===== config.mk =====
export PLATFORM = sky130hd
export DESIGN_NAME = detection_event_monitor
export DESIGN_NICKNAME = d
export VERILOG_FILES = /design/src/rtl/detection_monitor_pkg.sv /design/src/rtl/detection_event_monitor_window_timer.sv /design/src/rtl/detection_event_monitor.sv
export SDC_FILE = /design/constraint.sdc
export NUM_CORES = 1
export LEC_CHECK = 0
export CORE_MARGIN = 2
export CORE_UTILIZATION = 45
export DETAILED_ROUTE_END_ITERATION = 10
export PLACE_DENSITY = 0.81
export SLEW_MARGIN = 20
export SYNTH_ARGS = -nofsm -noshare
export SYNTH_HDL_FRONTEND = slang
export SYNTH_SLANG_ARGS = --single-unit

===== constraint.sdc =====
create_clock -name CLK -period 1.8 [get_ports CLK]
set_input_delay 0.54 -clock CLK [delete_from_list [all_inputs] [get_ports CLK]]
set_output_delay 0.54 -clock CLK [all_outputs]
set_load 0.005 [all_outputs]

===== src/rtl/detection_monitor_pkg.sv =====
// Shared types and default sizing for the detection event monitor.
// DETECTION_MONITOR_SATURATE_EN selects saturating counters in the top.
package detection_monitor_pkg;

  typedef enum logic [0:0] {
    IDLE = 1'b0,
    RUN  = 1'b1
  } state_e;

  localparam int DEF_CNT_W  = 8;
  localparam int DEF_WINDOW = 64;
  localparam int DEF_THRESH = 4;

endpackage


===== src/rtl/detection_event_monitor_window_timer.sv =====
// Window cycle counter with a one-cycle strobe on the last window cycle.
// Restarts from zero whenever CLR is high or the monitor is not running.
module window_timer
  import detection_monitor_pkg::*;
#(
  parameter int WINDOW = DEF_WINDOW
) (
  input  logic clk_i,
  input  logic rst_ni,
  input  logic clr_i,
  input  logic run_i,
  output logic win_end_o
);

  localparam int WW = (WINDOW > 2) ? $clog2(WINDOW) : 1;
  localparam logic [WW-1:0] LAST = WW'(WINDOW - 1);

  logic [WW-1:0] win_cnt_q, win_cnt_d;

  assign win_end_o = run_i && (win_cnt_q == LAST);

  always_comb begin
    win_cnt_d = win_cnt_q + 1'b1;
    if (clr_i || !run_i || win_end_o) begin
      win_cnt_d = '0;
    end
  end

  always_ff @(posedge clk_i) begin
    if (!rst_ni) begin
      win_cnt_q <= '0;
    end else begin
      win_cnt_q <= win_cnt_d;
    end
  end

endmodule


===== src/rtl/detection_event_monitor.sv =====
// Counts rising edges of Z per window and reports them over VALID/ACK.
// Define DETECTION_MONITOR_SATURATE_EN for saturating event counts.
module detection_event_monitor
  import detection_monitor_pkg::*;
#(
  parameter int CNT_W  = DEF_CNT_W,
  parameter int WINDOW = DEF_WINDOW,
  parameter int THRESH = DEF_THRESH
) (
  input  logic             CLK,
  input  logic             RESET,
  input  logic             Z,
  input  logic             EN,
  input  logic             CLR,
  input  logic             ACK,
  output logic [CNT_W-1:0] CNT_OUT,
  output logic             VALID,
  output logic             ALARM,
  output logic             OVERRUN,
  output logic             BUSY
);

  state_e           state_q, state_d;
  logic             z_q;
  logic [CNT_W-1:0] evt_q, evt_d, evt_nx;
  logic [CNT_W-1:0] cnt_q, cnt_d;
  logic             valid_q, valid_d;
  logic             alarm_q, alarm_d;
  logic             ovr_q, ovr_d;
  logic             run, evt, win_end, sat_win;

  assign run = (state_q == RUN) && EN;
  assign evt = Z && !z_q;

  window_timer #(
    .WINDOW(WINDOW)
  ) u_timer (
    .clk_i    (CLK),
    .rst_ni   (RESET),
    .clr_i    (CLR),
    .run_i    (run),
    .win_end_o(win_end)
  );

`ifdef DETECTION_MONITOR_SATURATE_EN
  localparam logic [CNT_W-1:0] CNT_MAX = '1;
  logic sat_q, sat_d, inc_sat;

  assign inc_sat = evt && (evt_q == CNT_MAX);
  assign evt_nx  = inc_sat ? CNT_MAX : evt_q + CNT_W'(evt);
  assign sat_win = sat_q || inc_sat;
  assign sat_d   = (CLR || !run || win_end) ? 1'b0 : sat_win;

  always_ff @(posedge CLK) begin
    if (!RESET) sat_q <= 1'b0;
    else        sat_q <= sat_d;
  end
`else
  assign evt_nx  = evt_q + CNT_W'(evt);
  assign sat_win = 1'b0;
`endif

  always_comb begin
    state_d = EN ? RUN : IDLE;
    evt_d   = (CLR || !run || win_end) ? '0 : evt_nx;
    cnt_d   = cnt_q;
    valid_d = valid_q;
    alarm_d = alarm_q;
    ovr_d   = ovr_q;
    if (CLR) begin
      cnt_d   = '0;
      valid_d = 1'b0;
      alarm_d = 1'b0;
      ovr_d   = 1'b0;
    end else if (win_end) begin
      // the final-cycle event is folded into the reported count
      cnt_d   = evt_nx;
      alarm_d = int'(evt_nx) >= THRESH;
      valid_d = 1'b1;
      ovr_d   = ovr_q || (valid_q && !ACK) || sat_win;
    end else if (valid_q && ACK) begin
      valid_d = 1'b0;
    end
  end

  always_ff @(posedge CLK) begin
    if (!RESET) begin
      state_q <= IDLE;
      z_q     <= 1'b0;
      evt_q   <= '0;
      cnt_q   <= '0;
      valid_q <= 1'b0;
      alarm_q <= 1'b0;
      ovr_q   <= 1'b0;
    end else begin
      state_q <= state_d;
      z_q     <= Z;
      evt_q   <= evt_d;
      cnt_q   <= cnt_d;
      valid_q <= valid_d;
      alarm_q <= alarm_d;
      ovr_q   <= ovr_d;
    end
  end

  assign CNT_OUT = cnt_q;
  assign VALID   = valid_q;
  assign ALARM   = alarm_q;
  assign OVERRUN = ovr_q;
  assign BUSY    = (state_q == RUN);

endmodule


# Word level (Yosys, flattened, before mapping)
# Index checks and enable logic that the tools add are counted.
# W data, S select, Z words.
# op_classes
add_sub_neg	2
n_mul	0
n_eq_ne	1
bitwise_logic	1
n_mux	3
div_mod_pow	0
shifts	0
order_cmp	1
n_reduce_logical	14
# ops
cell	n
$add A8 B1 Y8	1
$ge A8 B3 Y1 const B	1
$add A6 B1 Y6 const B	1
$eq A6 B6 Y1 const B	1
$logic_and A1 B1 Y1	5
$reduce_or A2 Y1	2
$logic_not A1 Y1	3
$logic_or A1 B1 Y1	3
$mux W1	3
$reduce_bool A2 Y1	1
$not A1 Y1	1
# word_totals
mem_bits_ro	0
ramBits	0
wordCells	30
input_bits	6
reg_bits	27
out_inout_bits	12
n_memories	0
latchBits	0

# Longest topological paths before layout
# Gate-level depths: netlist (run 1).
# depth
ltp_word	5
mapped_depth	7
ltp_nobuf	7

# Modules after synthesis
# Synthesis (run 1) repeated with hierarchy kept, for this count alone.
# hier_totals
cells_unflattened	114
area_unflattened_um2	1089.8
# modules_own_cells
mod	instances	area_per_inst_um2	cells_per_inst	seq_area_each_um2
detection_event_monitor	1	833.3	87	420.4
window_timer	1	256.5	27	120.1

# Least setup slack after synthesis (run 1)
# OpenSTA, ideal clock, no wires.
# synth_timing
path_kind	input -> register
startpoint	in Z
endpoint	reg alarm_q (netlist: ALARM)
slack_ns	0.005
setup_time_ns	0.129
arrival_time_ns	1.667
path_stages	7
n_path_buf	0
t_required_ns	1.671
cell_sequence	nor2b_1 > ha_1 > ha_1 > nand2_1 > o21a_1 > nor4_1 > a31oi_1
# synth_via
elab_chain_len	3
# synth_rtl
item	line_no	source
start: declaration	detection_event_monitor.sv:12	input logic Z,
$logic_and A1 B1 Y1	detection_event_monitor.sv:33	assign evt = Z && !z_q;
$add A8 B1 Y8	detection_event_monitor.sv:59	assign evt_nx = evt_q + CNT_W'(evt);
$ge A8 B3 Y1	detection_event_monitor.sv:78	alarm_d = int'(evt_nx) >= THRESH;
end signal: assignment	detection_event_monitor.sv:101	alarm_q <= alarm_d;
end: declaration	detection_event_monitor.sv:28	logic alarm_q, alarm_d;
# No other way between the ends.
# A chain may end at the register's enable or synchronous reset.

# Worst setup path in the final report (run 1)
# layout_timing
startpoint	reg alarm_q (netlist: ALARM)
endpoint	out ALARM
# layout_lines
item	line_no	source
end: declaration	detection_event_monitor.sv:18	output logic ALARM,
# No word-level cell between the ends.

==> results of run 1 <==
-- repair_timing --
item	in CTS	in global routing
resized for setup	13	2
pin swaps	8	0
endpoints found under the setup margin	6	2
hold endpoints to repair	0	0
-- cell type report --
class / instances / area share, %
Timing Repair Buffer: 25 / 17.2
Sequential cell: 27 / 38.6
Clock inverter: 1 / 0.356
Tap cell: 28 / 2.49
Multi-Input combinational cell: 81 / 38.7
Clock buffer: 3 / 1.60
Inverter: 4 / 1.07
-- where the power goes --
group / internal, mW / leakage [nW] / switching, mW / total [mW]
sequential: 0.601 / 0.219 / 0.00189 / 0.603
combinational: 0.0216 / 0.239 / 0.0154 / 0.0370
clock: 0.0831 / 0.0177 / 0.170 / 0.253
total: 0.705 / 0.476 / 0.187 / 0.893
-- worst paths after layout --
check	cells after the start	end	slack (ps)	from
max	1	ALARM	70	ALARM$_SDFFE_PP0P_
min	1	u_timer.win_cnt_q[0]$_SDFF_PP0_	460	u_timer.win_cnt_q[0]$_SDFF_PP0_
max reg2reg	8	ALARM$_SDFFE_PP0P_	320	z_q$_SDFF_PN0_
min reg2reg	1	u_timer.win_cnt_q[0]$_SDFF_PP0_	460	u_timer.win_cnt_q[0]$_SDFF_PP0_
-- cell usage in the layout, fill, tap and decap left out, types with 2 or more instances in the layout --
master | synthesis | final
buf_4 | 0 | 7
clkbuf_4 | 0 | 3
dfxtp_2 | 0 | 2
dfxtp_1 | 27 | 25
nor2_1 | 29 | 28
xnor2_1 | 4 | 4
ha_4 | 0 | 2
xor2_1 | 4 | 4
a21oi_1 | 2 | 2
and2_1 | 3 | 3
nand3_1 | 4 | 3
clkdlybuf4s50_1 | 0 | 16
inv_1 | 4 | 4
a211oi_1 | 6 | 6
nand2_1 | 7 | 6
a31oi_1 | 2 | 2
mux2i_1 | 2 | 2
-- cell families after synthesis --
| family | after synthesis | synth area share [%] |
|---|---|---|
| buf+inv | 7 | 3.31 |
| xor+xnor | 8 | 6.62 |
| mux | 2 | 1.89 |
| flops | 27 | 51.1 |
| fa+ha+maj | 3 | 3.55 |
| compound gates | 15 | 10.0 |
| simple gates | 53 | 23.5 |
-- stage by stage --
step	instances	TNS, ps	area, sq um	total power [mW]
after floorplan	115	0	1060	0.628
after global placement	165	-4020	1320	0.649
after detailed placement	165	-4860	1320	0.650
after CTS	169	0	1400	0.909
after global routing	169	0	1410	0.929
final	169	0	1410	0.893
-- registers in the layout, indices dropped and copies added (netlist names) --
register           cells
OVERRUN                1
VALID                  1
z_q                    1
ALARM                  1
CNT_OUT                8
u_timer.win_cnt_q      6
BUSY                   1
evt_q                  8
-- routing by layer --
layer / vias to the layer above / part of all wire, % / routed length [um] / track usage [%]
met3: 6 / 3.3 / 65 / 3.43
met1: 376 / 43 / 846 / 18.9
met5: - / 0 / 0 / 0
li1: 440 / - / - / -
met2: 19 / 52 / 1020 / 29.8
met4: 0 / 1.8 / 36 / 4.70
==> impl_metrics.yaml, run 1 <==
sta:
  max_freq_ghz: 0.579
  fin_ws_ps: 72.2
  setup_viol: 0
  fin_crit_ps: 1730
  maxSlewViolCount: 0
  whs_ps: 456
  clock_skew_ps: 8.48
  period_share_pct: 96.0
  rsz0062_at_grt: "no"
  hold_viol_final: 0
  relSlewSlack_pct: 82.1
  worstMarginPinSlew_ps: 265
clock_tree:
  cts_max_level: 1
  cts_sinks: 27
  cts-root-buf: "clkbuf_4"
  clk_pin_slew_worst_paths_ps: 140
  postCtsHoldBufs: 0
  clkLatencyLatePin_ps: 320
  post-cts-setup-buffers: 0
  cts-buffers-inserted: 3
  clockBufferDepth: 2
  cts_tree: "done"
grt:
  antenna_found_initial: 0
  grt_overflow: 0
  grt_pass1_wl_mm: 3.31
  grt_pass1_vias: 803
  grt_max_degree: 19
  track_usage_pct: 16.3
cells_and_area:
  multi_input_area_sq_um: 544
  fillers: 192
  fin_util_pct: 63.6
  fin_nets: 151
  diodes: 0
  area_growth_pct: 32.9
  drive_gt1_share_pct: 17.7
  seq_area_sq_um: 543
setup_path:
  arrival_ps: 1190
  crit_path_max_incr_delay_ps: 500
  critPathCaptureType: "primary output"
  crit_family: "buffers and inverters"
  crit_slowest_cell: "clkdlybuf4s50_1"
  path_cells: "clkdlybuf4s50_1"
  cp_max_fo: 2
  start_kind: "flop"
  required_ps: 1260
  timing.critical_path.buf_inv: 1
  criticalPathCategory: "reg -> out"
logic_synthesis:
  synthTopCellsByArea: "dfxtp_1 (51%), nor2_1 (10%), a211oi_1 (4.3%)"
  yosysWarnings: 0
  synth_top_area_share_pct: 51.1
  avgSynthCellArea_sq_um: 9.20
  synth_cells: 115
  syn_area_sq_um: 1060
  synth_commonest_cells: "nor2_1 (29), dfxtp_1 (27), nand2_1 (7)"
  seq_area_frac_synth_pct: 51.1
  synth_cell_types: 29
  synth_most_common_cell: "nor2_1"
  synth_nets: 124
  ys_ff_latch: 27
  async_reset_ff_share_pct: 0
  synth_edf_count: 0
  synth_flop_cell: "dfxtp_1"
  yosysTopAreaCell: "dfxtp_1"
placed_design:
  dp_slack_ps: -556
  numPortBuffers: 17
  hpwlAfterDp_mm: 1.49
  gp_congestion: 0.880
drt:
  wl_mm: 1.97
  dr.pass1.iters: 4
  dr_total_vias: 841
  via_per_inst: 4.98
  wl_per_cell_um: 11.6
  drcViolationCount: 0
  ant_nets: 0
  drt_iter0_drc: 6
floorplan:
  dieArea_sq_um: 2760
  initial_utilization_pct: 47.9
  ios: 18
  dieWidth_um: 52.5
  die_y_um: 52.5
  num_rows: 17
  core_sq_um: 2210
pwr:
  leakagePower_nw: 0.476
  power_density_nw_per_um2: 635
  ir_drop_v: 0.000459
status:
  status: "finished, final reports clean"
run:
  max-cap-violations: 0
hold_path:
  hp-class: "reg -> reg"
Note: power is estimated with default switching activity, not from simulation.
==> inputs of run 2 (changes only) <==
- ABC_AREA: unset -> 0
==> results of run 2 <==
The final DEF is identical to that of run 1; final timing and power are the same.
